[config.mk]
export PLATFORM = sky130hd
export DESIGN_NAME = key_event_decoder
export DESIGN_NICKNAME = d
export VERILOG_FILES = /design/src/rtl/key_event_pkg.sv /design/src/rtl/ms_tick_gen.sv /design/src/rtl/key_event_decoder.sv
export SDC_FILE = /design/constraint.sdc
export NUM_CORES = 1
export LEC_CHECK = 0
export CAP_MARGIN = 20
export CORE_MARGIN = 4
export CORE_UTILIZATION = 50
export CTS_CLUSTER_DIAMETER = 60
export DETAILED_ROUTE_END_ITERATION = 8
export PLACE_DENSITY = 0.77
export SKIP_CTS_REPAIR_TIMING = 1
export SKIP_LAST_GASP = 1
export SYNTH_ARGS = -nofsm -noshare
export SYNTH_HDL_FRONTEND = slang
export SYNTH_SLANG_ARGS = --single-unit
export TNS_END_PERCENT = 1
[constraint.sdc]
create_clock -name clk -period 2.6 [get_ports clk]
set_input_delay 0.52 -clock clk [delete_from_list [all_inputs] [get_ports clk]]
set_output_delay 0.52 -clock clk [all_outputs]
set_load 0.01 [all_outputs]
[src/rtl/key_event_pkg.sv]
// Shared types and defaults for the key event decoder: FSM state encoding and ms timing constants.
package key_event_pkg;

  typedef enum logic [2:0] {
    StIdle   = 3'd0,
    StPress1 = 3'd1,
    StWait2  = 3'd2,
    StPress2 = 3'd3,
    StLong   = 3'd4
  } key_state_e;

  localparam int unsigned DefTickDiv = 100000;
  localparam int unsigned DefLongMs  = 1000;
  localparam int unsigned DefDblMs   = 300;
  localparam int unsigned DefRptMs   = 200;

  localparam int unsigned   MsW   = 16;
  localparam logic [MsW-1:0] MsMax = '1;

  // Timeouts fire on the tick that would take the ms count from N-1 to N.
  function automatic logic [MsW-1:0] ms_last(input int unsigned ms);
    return MsW'(ms - 1);
  endfunction

endpackage

[src/rtl/ms_tick_gen.sv]
// Free-running prescaler producing a one-clk tick every TICK_DIV clk cycles.
module ms_tick_gen
  import key_event_pkg::*;
#(
  parameter int unsigned TICK_DIV = DefTickDiv
) (
  input  logic clk,
  input  logic rst,
  output logic tick
);

  localparam int unsigned      CntW    = (TICK_DIV > 1) ? $clog2(TICK_DIV) : 1;
  localparam logic [CntW-1:0] CntLast = CntW'(TICK_DIV - 1);

  logic [CntW-1:0] cnt_q, cnt_d;

  assign tick = (cnt_q == CntLast);

  always_comb begin
    cnt_d = tick ? '0 : cnt_q + CntW'(1);
  end

  always_ff @(posedge clk or negedge rst) begin
    if (!rst) begin
      cnt_q <= '0;
    end else begin
      cnt_q <= cnt_d;
    end
  end

endmodule

[src/rtl/key_event_decoder.sv]
// Classifies a debounced key into short, double and long presses with optional auto-repeat.
// Auto-repeat on rpt_p is built only when KEY_AUTOREPEAT_EN is defined.
module key_event_decoder
  import key_event_pkg::*;
#(
  parameter int unsigned TICK_DIV = DefTickDiv,
  parameter int unsigned LONG_MS  = DefLongMs,
  parameter int unsigned DBL_MS   = DefDblMs,
  parameter int unsigned RPT_MS   = DefRptMs
) (
  input  logic clk,
  input  logic rst,
  input  logic key,
  output logic short_p,
  output logic dbl_p,
  output logic long_p,
  output logic rpt_p,
  output logic held
);

  localparam logic [MsW-1:0] LongLast = ms_last(LONG_MS);
  localparam logic [MsW-1:0] DblLast  = ms_last(DBL_MS);

  key_state_e     state_q, state_d;
  logic [MsW-1:0] ms_q, ms_d;
  logic           key_d_q;
  logic           tick, rise, fall, ms_clr;
  logic           short_q, short_d, dbl_q, dbl_d, long_q, long_d;

`ifdef KEY_AUTOREPEAT_EN
  localparam logic [MsW-1:0] RptLast = ms_last(RPT_MS);
  logic rpt_q, rpt_d;
`else
  logic unused_rpt_ms;
  assign unused_rpt_ms = ^RPT_MS;
`endif

  ms_tick_gen #(
    .TICK_DIV(TICK_DIV)
  ) u_tick (
    .clk (clk),
    .rst (rst),
    .tick(tick)
  );

  // key_d_q resets to 0, so a key already down at reset release reads as a rise.
  assign rise = key & ~key_d_q;
  assign fall = ~key & key_d_q;

  always_comb begin
    state_d = state_q;
    short_d = 1'b0;
    dbl_d   = 1'b0;
    long_d  = 1'b0;
    ms_clr  = 1'b0;
`ifdef KEY_AUTOREPEAT_EN
    rpt_d   = 1'b0;
`endif
    // Edges are tested before timeouts so a coincident edge always wins.
    case (state_q)
      StIdle: begin
        if (rise) state_d = StPress1;
      end
      StPress1: begin
        if (fall) begin
          state_d = StWait2;
        end else if (tick && ms_q == LongLast) begin
          state_d = StLong;
          long_d  = 1'b1;
        end
      end
      StWait2: begin
        if (rise) begin
          state_d = StPress2;
        end else if (tick && ms_q == DblLast) begin
          state_d = StIdle;
          short_d = 1'b1;
        end
      end
      StPress2: begin
        if (fall) begin
          state_d = StIdle;
          dbl_d   = 1'b1;
        end
      end
      StLong: begin
        if (fall) begin
          state_d = StIdle;
        end
`ifdef KEY_AUTOREPEAT_EN
        else if (tick && ms_q == RptLast) begin
          rpt_d  = 1'b1;
          ms_clr = 1'b1;
        end
`endif
      end
      default: state_d = StIdle;
    endcase
  end

  always_comb begin
    ms_d = ms_q;
    if (state_d != state_q || ms_clr) begin
      ms_d = '0;
    end else if (tick && ms_q != MsMax) begin
      ms_d = ms_q + MsW'(1);
    end
  end

  always_ff @(posedge clk or negedge rst) begin
    if (!rst) begin
      state_q <= StIdle;
      ms_q    <= '0;
      key_d_q <= 1'b0;
      short_q <= 1'b0;
      dbl_q   <= 1'b0;
      long_q  <= 1'b0;
    end else begin
      state_q <= state_d;
      ms_q    <= ms_d;
      key_d_q <= key;
      short_q <= short_d;
      dbl_q   <= dbl_d;
      long_q  <= long_d;
    end
  end

`ifdef KEY_AUTOREPEAT_EN
  always_ff @(posedge clk or negedge rst) begin
    if (!rst) begin
      rpt_q <= 1'b0;
    end else begin
      rpt_q <= rpt_d;
    end
  end
  assign rpt_p = rpt_q;
`else
  assign rpt_p = 1'b0;
`endif

  assign short_p = short_q;
  assign dbl_p   = dbl_q;
  assign long_p  = long_q;
  assign held    = (state_q == StLong);

endmodule

* Word level (Yosys, flattened, before mapping)
Cells that the tools add are included.
** Word-level totals
- Flip-flop bits (word level) :: 40
- Logic and storage cells :: 46
** Operators by class
- Add/sub/neg operators :: 2
- Eq/ne operators :: 9
- Mux-type cells :: 18
- Bitwise gates (word level) :: 4
- Reduce and logical (&&, ||, !) cells :: 6
** Operators with widths (number)
- 16-bit 2-to-1 mux :: 2
- 3-bit 2-to-1 mux :: 6
- 17-bit by 1-bit adder with 17-bit output (second input constant) :: 1
- 17-bit equality test (second input constant) :: 1
- 17-bit 2-to-1 mux :: 1
- 16-bit by 1-bit adder with 16-bit output (second input constant) :: 1
- 16-bit by 10-bit equality test with 1-bit output (second input constant) :: 1
- 16-bit by 9-bit equality test with 1-bit output (second input constant) :: 1
- 16-bit != test (second input constant) :: 1
- 3-bit one-hot mux with 4 select lines :: 1
- 1-bit 2-to-1 mux :: 8
- 3-bit by 2-bit equality test with 1-bit output (second input constant) :: 2
- 3-bit by 1-bit equality test with 1-bit output (second input constant) :: 1
- 3-bit equality test (second input constant) :: 1
- 1-bit logical AND :: 3
- 3-bit logical NOT :: 1
- 3-bit != test :: 1
- 1-bit bitwise AND :: 2
- 1-bit NOT :: 2
- 2-bit nonzero test :: 1
- 2-bit OR reduction :: 1

* Logic depth before layout (Yosys ltp)
Gate-level depths: netlist of run 1.
- Word-level depth :: 7
- Mapped depth :: 8
- Mapped depth without buffers :: 7

* By module
Synthesis of run 1 repeated with hierarchy kept, for this count alone.
** Second synthesis, totals
- Cell total of the unflattened synthesis :: 216
- Area total of the unflattened synthesis :: 2170.8 um^2
** Modules (own cells, without submodules)
- key_event_decoder :: instances 1, cells an instance 142, area an instance 1377.6 um^2
- ms_tick_gen :: instances 1, cells an instance 74, area an instance 793.3 um^2

* Least setup slack after synthesis of run 1
OpenSTA, ideal clock, no wires.
- Path type :: register -> register
- Start point :: register ms_q[0]
- End point :: register ms_q[9]
- Arrival :: 1.829 ns
- Setup slack :: 0.652 ns
- Stages on the path, launching flop included :: 8
- Period minus slack after synthesis :: 1.948 ns
- Cells stage by stage :: dfrtp_1 -> ha_1 -> and3_1 -> and3_2 -> a2111oi_4 -> nand4_1 -> xor2_1 -> nor2_2
** On the way
- Longest elaborated chain between the ends :: 7
- Elaborated cells between the ends (all ways) :: 16
- Classes of those cells :: 1 x add/sub; 4 x eq/ne; 7 x mux; 4 x reduce/logical
** Ends and longest elaborated chain
- start, declared :: RTL line key_event_decoder.sv:25 : logic [MsW-1:0] ms_q, ms_d;
- start signal, assigned :: RTL line key_event_decoder.sv:120 : ms_q <= ms_d;
- 16-bit by 9-bit equality test with 1-bit output or 16-bit by 10-bit equality test with 1-bit output (tied branches) :: RTL line key_event_decoder.sv:75, key_event_decoder.sv:67
- 1-bit logical AND (on tied branches) :: RTL line key_event_decoder.sv:75, key_event_decoder.sv:67
- 3-bit 2-to-1 mux (on tied branches) :: RTL line key_event_decoder.sv:75, key_event_decoder.sv:67
- 3-bit 2-to-1 mux (on tied branches) :: RTL line key_event_decoder.sv:73, key_event_decoder.sv:65
- 3-bit one-hot mux with 4 select lines :: RTL line key_event_decoder.sv:60 : case (state_q)
- 3-bit != test :: RTL line key_event_decoder.sv:103 : if (state_d != state_q || ms_clr) begin
- 16-bit 2-to-1 mux or 2-bit nonzero test (tied branches)
Several ways; a longest one is shown, not always the timed one. The select of a mux whose other input is x is not followed.
A chain may end at the register's enable or synchronous reset.

* Final worst setup path of run 1
- Start point :: register state_q[0]
- End point :: output port held
** On the way
- Longest elaborated chain between the ends :: 1
** Ends and longest elaborated chain
- start, declared :: RTL line key_event_decoder.sv:24 : key_state_e state_q, state_d;
- start signal, assigned :: RTL line key_event_decoder.sv:112 : state_q <= StIdle;
- start signal, assigned :: RTL line key_event_decoder.sv:119 : state_q <= state_d;
- 3-bit equality test :: RTL line key_event_decoder.sv:144 : assign held = (state_q == StLong);
- end, declared :: RTL line key_event_decoder.sv:18 : output logic held
Every way passes these cells.

==> results of run 1 <==
power by group:
| group | leakage, nW | switching (W) | internal [W] |
|---|---|---|---|
| Clock | 0.0455 | 0.000205 | 0.000216 |
| Sequential | 0.538 | 0.0000311 | 0.000632 |
| Combinational | 0.400 | 0.0000449 | 0.0000324 |
| Total | 0.983 | 0.000281 | 0.000881 |
cells by family after synthesis:
| logic type | synth area share [%] |
|---|---|
| DFF | 46.35 |
| buffers and inverters | 3.360 |
| other | 0.1736 |
| and+or+nand+nor | 29.66 |
| muxes | 0.4635 |
| AOI/OAI and AO/OA | 8.286 |
| adders and majority gates | 1.159 |
| xor gates and xnor gates | 10.54 |
cell type report:
type | instances | share of cell area [%]
repair buffers | 9 | 3.316
well taps | 50 | 2.674
multi-input cells | 164 | 46.42
flip-flops and latches | 40 | 42.78
clock buffers | 8 | 3.850
inverters | 6 | 0.9626
synth_stat cells, drive strengths merged (4+ instances only):
cell type	number	share of area [%]
a21oi	6	1.4
and3	8	2.4
buf	4	1.4
clkbuf	5	0.87
dfrtp	40	46
inv	6	1.0
nand2	14	2.4
nand3	18	4.2
nand4	8	3.0
nor2	34	6.3
nor3	4	1.2
nor4	7	3.0
o21ai	6	1.4
xnor2	13	5.3
xor2	13	5.3
path summary, 6_finish.rpt:
path                            depth (start not counted)       startpoint               to  slack (ns)
worst max-delay path                                    3       state_q[0]             held        0.38
worst min-delay path                                    1              rst  u_tick.cnt_q[6]        0.35
worst min register to register                          1  u_tick.cnt_q[0]  u_tick.cnt_q[0]        0.48
max in group asynchronous                               1              rst          ms_q[8]        1.71
worst max register to register                          7          ms_q[0]         ms_q[13]        0.41
min in group clk                                        1  u_tick.cnt_q[0]  u_tick.cnt_q[0]        0.48
metrics by stage:
stage          total power [W]  area [µm²]  std cells  hold slack, ns  setup WS (ns)
2_1_floorplan        0.0007251        2160        219          0.2244         0.6524
4_1_cts               0.001177        2340        277          0.3734         0.3719
3_5_place_dp         0.0007526        2250        269          0.4755         0.3507
6_report              0.001162        2340        277          0.3457         0.3822
3_3_place_gp         0.0007534        2250        269          0.4728         0.4239
5_1_grt               0.001209        2340        277          0.4284         0.2460
metal layers:
layer	GRT usage, %	wire (µm)
met1	21.71	1897
met2	24.80	1719
met3	4.514	136
met4	5.433	51
met5	0	0
sequential cells by signal, summed over array words and instances, names as in the netlist:
register / cells
dbl_p: 1
u_tick.cnt_q: 17
state_q: 3
short_p: 1
ms_q: 16
key_d_q: 1
long_p: 1
==> results.toml, run 1 <==
[run_status]
status = "finished clean"

[timing]
rsz0062_at_grt = "no"
hold_viol_final = 0
drv_slew = 0
clock_skew_ns = 0.007730
worstMarginPinSlew_ns = 0.8791
post-route-period-util_pct = 85.30
finalSetupTns_ns = 0
finalWorstPathRequiredPeriod_ns = 2.218
max_slew_margin_pct = 41.40
setup_violations = 0
timing.fmax_ghz = 0.4509

[power]
cellLeakagePower_nw = 0.9831
ir_drop_mv = 0.2459
power_density_nw_per_um2 = 496.7

[synth]
yosys_warnings = 0
synth-edff-count = 0
synth_seq_cells = 40
syn_area_um2 = 2160
ys.flop_type = "dfrtp_1"
syn_inst = 219
syn_area_per_cell_um2 = 9.861
synth_fp_nets = 224
synth-seq-area-share_pct = 46.35
synthArstFlopShare_pct = 100.0
ys_types = 49

[hold_path]
hold_path.class = "in2async"

[run]
max_cap_viol_count = 0

[routing]
wirelength_mm = 3.805
drt_iter0_drc = 135
post-route-drc-count = 0
post_drt_wl_per_cell_um = 13.74
ant_nets = 0
vias = 1559
vias_per_cell = 5.628
first_pass_iters = 4

[finish]
fillerInstances = 358
layout_common_cells = "dfrtp_1, nor2_1, nand3_1, nand2_1"
drive_gt1_share_pct = 11.01
syn2layout_area_growth_pct = 8.343
final_common_cell = "dfrtp_1"
regArea_um2 = 1001
nets = 231
n_antenna_cell = 0
fin_util_pct = 57.26
multi_input_area_um2 = 1086

[die]
start_util_pct = 52.85
fp.dieH_um = 73.72
rows = 23
core_um2 = 4086
die_area_um2 = 5435
io_pins = 8
die_width_um = 73.72

[global_route]
grt_overflow_total = 0
grt_pass1_wl_mm = 6.831
antenna_found_initial = 0
grt_pass1_vias = 1520
grt_max_degree = 41
grt_usage_pct = 16.09

[clock_tree]
clkTransAtPathRegs_ns = 0.08
root_buffer = "clkbuf_8"
cts_num_sinks = 40
ctsHtreeMaxLevel = 2
cts_buffer_depth = 2
clkLatencyLatePin_ns = 0.29
cts_tree = "yes"
cts_buffers = 5

[setup_path]
critical_path.max_stage_delay_ns = 0.54
path_class = "reg2out"
cp_cell_sequence = "nand2b_1 -> nor2_1 -> clkdlybuf4s50_1"
worstPathBufferInverterCount = 1
required_ns = 2.08
crit_family = "buffers and inverters"
setup.worst_path.end_class = "output pin"
cp_slowest_cell = "clkdlybuf4s50_1"
cp.arrival_ns = 1.70
cp_max_fo = 16
crit_path_start_kind = "flop"

[place]
dp_hpwl_mm = 2.591
finalWeightedCongestion = 0.7980
io_buffers = 6
(Power assumes the default switching activity.)
==> run 2, diff against run 1 <==
--- a/config.mk
+++ b/config.mk
@@ -15,5 +15,6 @@
 export SKIP_LAST_GASP = 1
 export SYNTH_ARGS = -nofsm -noshare
 export SYNTH_HDL_FRONTEND = slang
+export SYNTH_HIERARCHICAL = 1
 export SYNTH_SLANG_ARGS = --single-unit
 export TNS_END_PERCENT = 1
==> results.toml, run 2 <==
[run_status]
status = "finished, violations left"
violations = "negative setup slack"

[routing]
ant_nets = 0
drt_iter0_drc = 138
vias_per_cell = 6.064
post-route-drc-count = 0
first_pass_iters = 4
post_drt_wl_per_cell_um = 15.44
vias = 1813
wirelength_mm = 4.616

[place]
placedCellCount = 286
io_buffers = 6
dp_hpwl_mm = 3.220
placed_cell_area_um2 = 2432
finalWeightedCongestion = 0.7992

[timing]
worstMarginPinSlew_ns = 0.8960
timing.fmax_ghz = 0.3328
clock_skew_ns = 0.01218
drv_slew = 0
setup_slack_ns = -0.4048
rsz0062_at_grt = "yes"
hold_viol_final = 0
finalWorstPathRequiredPeriod_ns = 3.005
max_slew_margin_pct = 40.27
post-route-period-util_pct = 115.6
setup_violations = 21

[power]
power_density_nw_per_um2 = 467.6
ir_drop_mv = 0.2268
p_total_w = 0.001220
cellLeakagePower_nw = 1.077

[synth]
synth-xor-area-share_pct = 6.455
synthArstFlopShare_pct = 100.0
synth-seq-area-share_pct = 46.11
syn_inst = 216
synth-edff-count = 0
synth.top_cell.area_share_pct = 46.11
synth_mux_area_share_pct = 0.4611
yosysMostFrequentCell = "dfrtp_1"
synth_top_family_by_area = "simple AND/OR/NAND/NOR gates"
synth_adder_area_share_pct = 1.153
synth_compound_area_share_pct = 13.54
syn_area_um2 = 2171
synth.area.top_cells = "dfrtp_1, xnor2_1, nand2_1"
synth_fp_nets = 221
synth_commonest_cells = "dfrtp_1, nand2_1, nor2_1, nand4_1, nor3_1"
synth_top_area_cell = "dfrtp_1"
ys.flop_type = "dfrtp_1"
synth_seq_cells = 40
yosys_warnings = 6
synthSimpleGateAreaFrac_pct = 29.51
ys_types = 48
syn_area_per_cell_um2 = 10.05

[setup_path]
cp_cell_sequence = "or4_1 -> or4_4 -> nor4_4 -> nand4_2 -> or3_4 -> or4b_4 -> a211oi_2"
critical_path.max_stage_delay_ns = 0.51
worst-r2r-cell-count = 7
cp_max_fo = 6
required_ns = 2.81
path_class = "reg2reg"
setup.worst_path.end_class = "flop"
crit_path_start_kind = "flop"
cp_slowest_cell = "or4_1"
cp.arrival_ns = 3.21

[die]
start_util_pct = 53.12
core_um2 = 4086
fp.dieH_um = 73.89
die_area_um2 = 5460
rows = 23
io_pins = 8
die_width_um = 73.89

[global_route]
antenna_found_initial = 0
grt_pass1_vias = 1768
grt_usage_pct = 19.07
grt_pass1_wl_mm = 8.031
grt_max_degree = 41
grt_overflow_total = 0

[finish]
regMostFlops = "u_tick/cnt_q"
largest_reg_flops = 17
stdcell_count = 299
n_antenna_cell = 0
layout_common_cells = "dfrtp_1, buf_4, nand2_1, nor2_1"
drive_gt1_share_pct = 22.49
syn2layout_area_growth_pct = 20.17
fin_util_pct = 63.84
final_common_cell = "dfrtp_1"
nets = 253
largestRegisters = "u_tick/cnt_q: 17 flops, ms_q: 16 flops, state_q: 3 flops"
fin_area_um2 = 2609

[run]
max_cap_viol_count = 0

[clock_tree]
clkLatencyLatePin_ns = 0.29
cts_num_sinks = 40
cts_buffers = 5
root_buffer = "clkbuf_8"
cts_tree = "yes"
ctsHtreeMaxLevel = 2
clkTransAtPathRegs_ns = 0.08
cts_buffer_depth = 2

[hold_path]
hold_path.class = "in2async"
## run 2: cell count changes in the layout (fill, tap and decap cells not counted), sizes merged, moves of 4 or more
cell    change
a211oi      +9
and3        -5
nor2       -19
buf        +26
o31ai       +7
nand3      -10
xor2        -6
or4         +8
nor3        +6
xnor2       -4
inv         -4
## run 2: final timing paths
kind | from | end | slack, ns
min in group clk | u_tick/cnt_q[14] | u_tick/cnt_q[14] | 0.52
max reg2reg | u_tick/cnt_q[11] | ms_q[15] | -0.40
min | rst | u_tick/cnt_q[15] | 0.34
max | u_tick/cnt_q[11] | ms_q[15] | -0.40
max in group asynchronous | rst | ms_q[4] | 1.68
min reg2reg | u_tick/cnt_q[14] | u_tick/cnt_q[14] | 0.52
## run 2: final cells by class
class	instances	area, µm²
Clock inverter	2	35.03
Clock buffer	6	72.57
Sequential cell	40	1001
Timing Repair Buffer	35	289.0
Tap cell	50	62.56
Inverter	2	7.507
Fill cell	319	1478
Multi-Input combinational cell	164	1141
## run 2: per-stage QoR
step	setup slack (ns)	hold slack (ns)	setup TNS, ns
3_3_place_gp	-0.2934	0.4957	-4.098
6_report	-0.4048	0.3439	-5.554
5_1_grt	-0.4711	0.4156	-7.662
2_1_floorplan	-0.6196	0.2244	-6.803
3_5_place_dp	-0.3606	0.5013	-4.907
4_1_cts	-0.3828	0.3704	-5.350
## run 2: routing by layer
metal	global-route usage [%]	part of all wire, %	up-vias
met5	0	0	-
met4	7.042	1.6	0
met3	3.283	3.7	7
met2	31.00	48	32
met1	25.39	46	886
li1	-	-	888
## run 2: worst max-delay path, delay by kind of cell, from the launching register on
family / cells / cell delay, ns
DFF: 1 / 0.39
AOI/OAI and AO/OA: 1 / 0.18
and+or+nand+nor: 6 / 2.35
## run 2: cell families (layout without fill, tap and decap cells)
group / Yosys count / count (layout)
flops: 40 / 40
buf+inv: 12 / 45
simple gates: 106 / 106
xor+xnor: 16 / 16
mux: 1 / 1
compound gates: 38 / 38
fa+ha+maj: 2 / 2
other cells: 1 / 1
## run 2: where the power goes
part	switching, W	internal, W
combinational	0.0000395	0.0000260
sequential	0.0000229	0.000632
clock	0.000214	0.000285
total	0.000277	0.000943
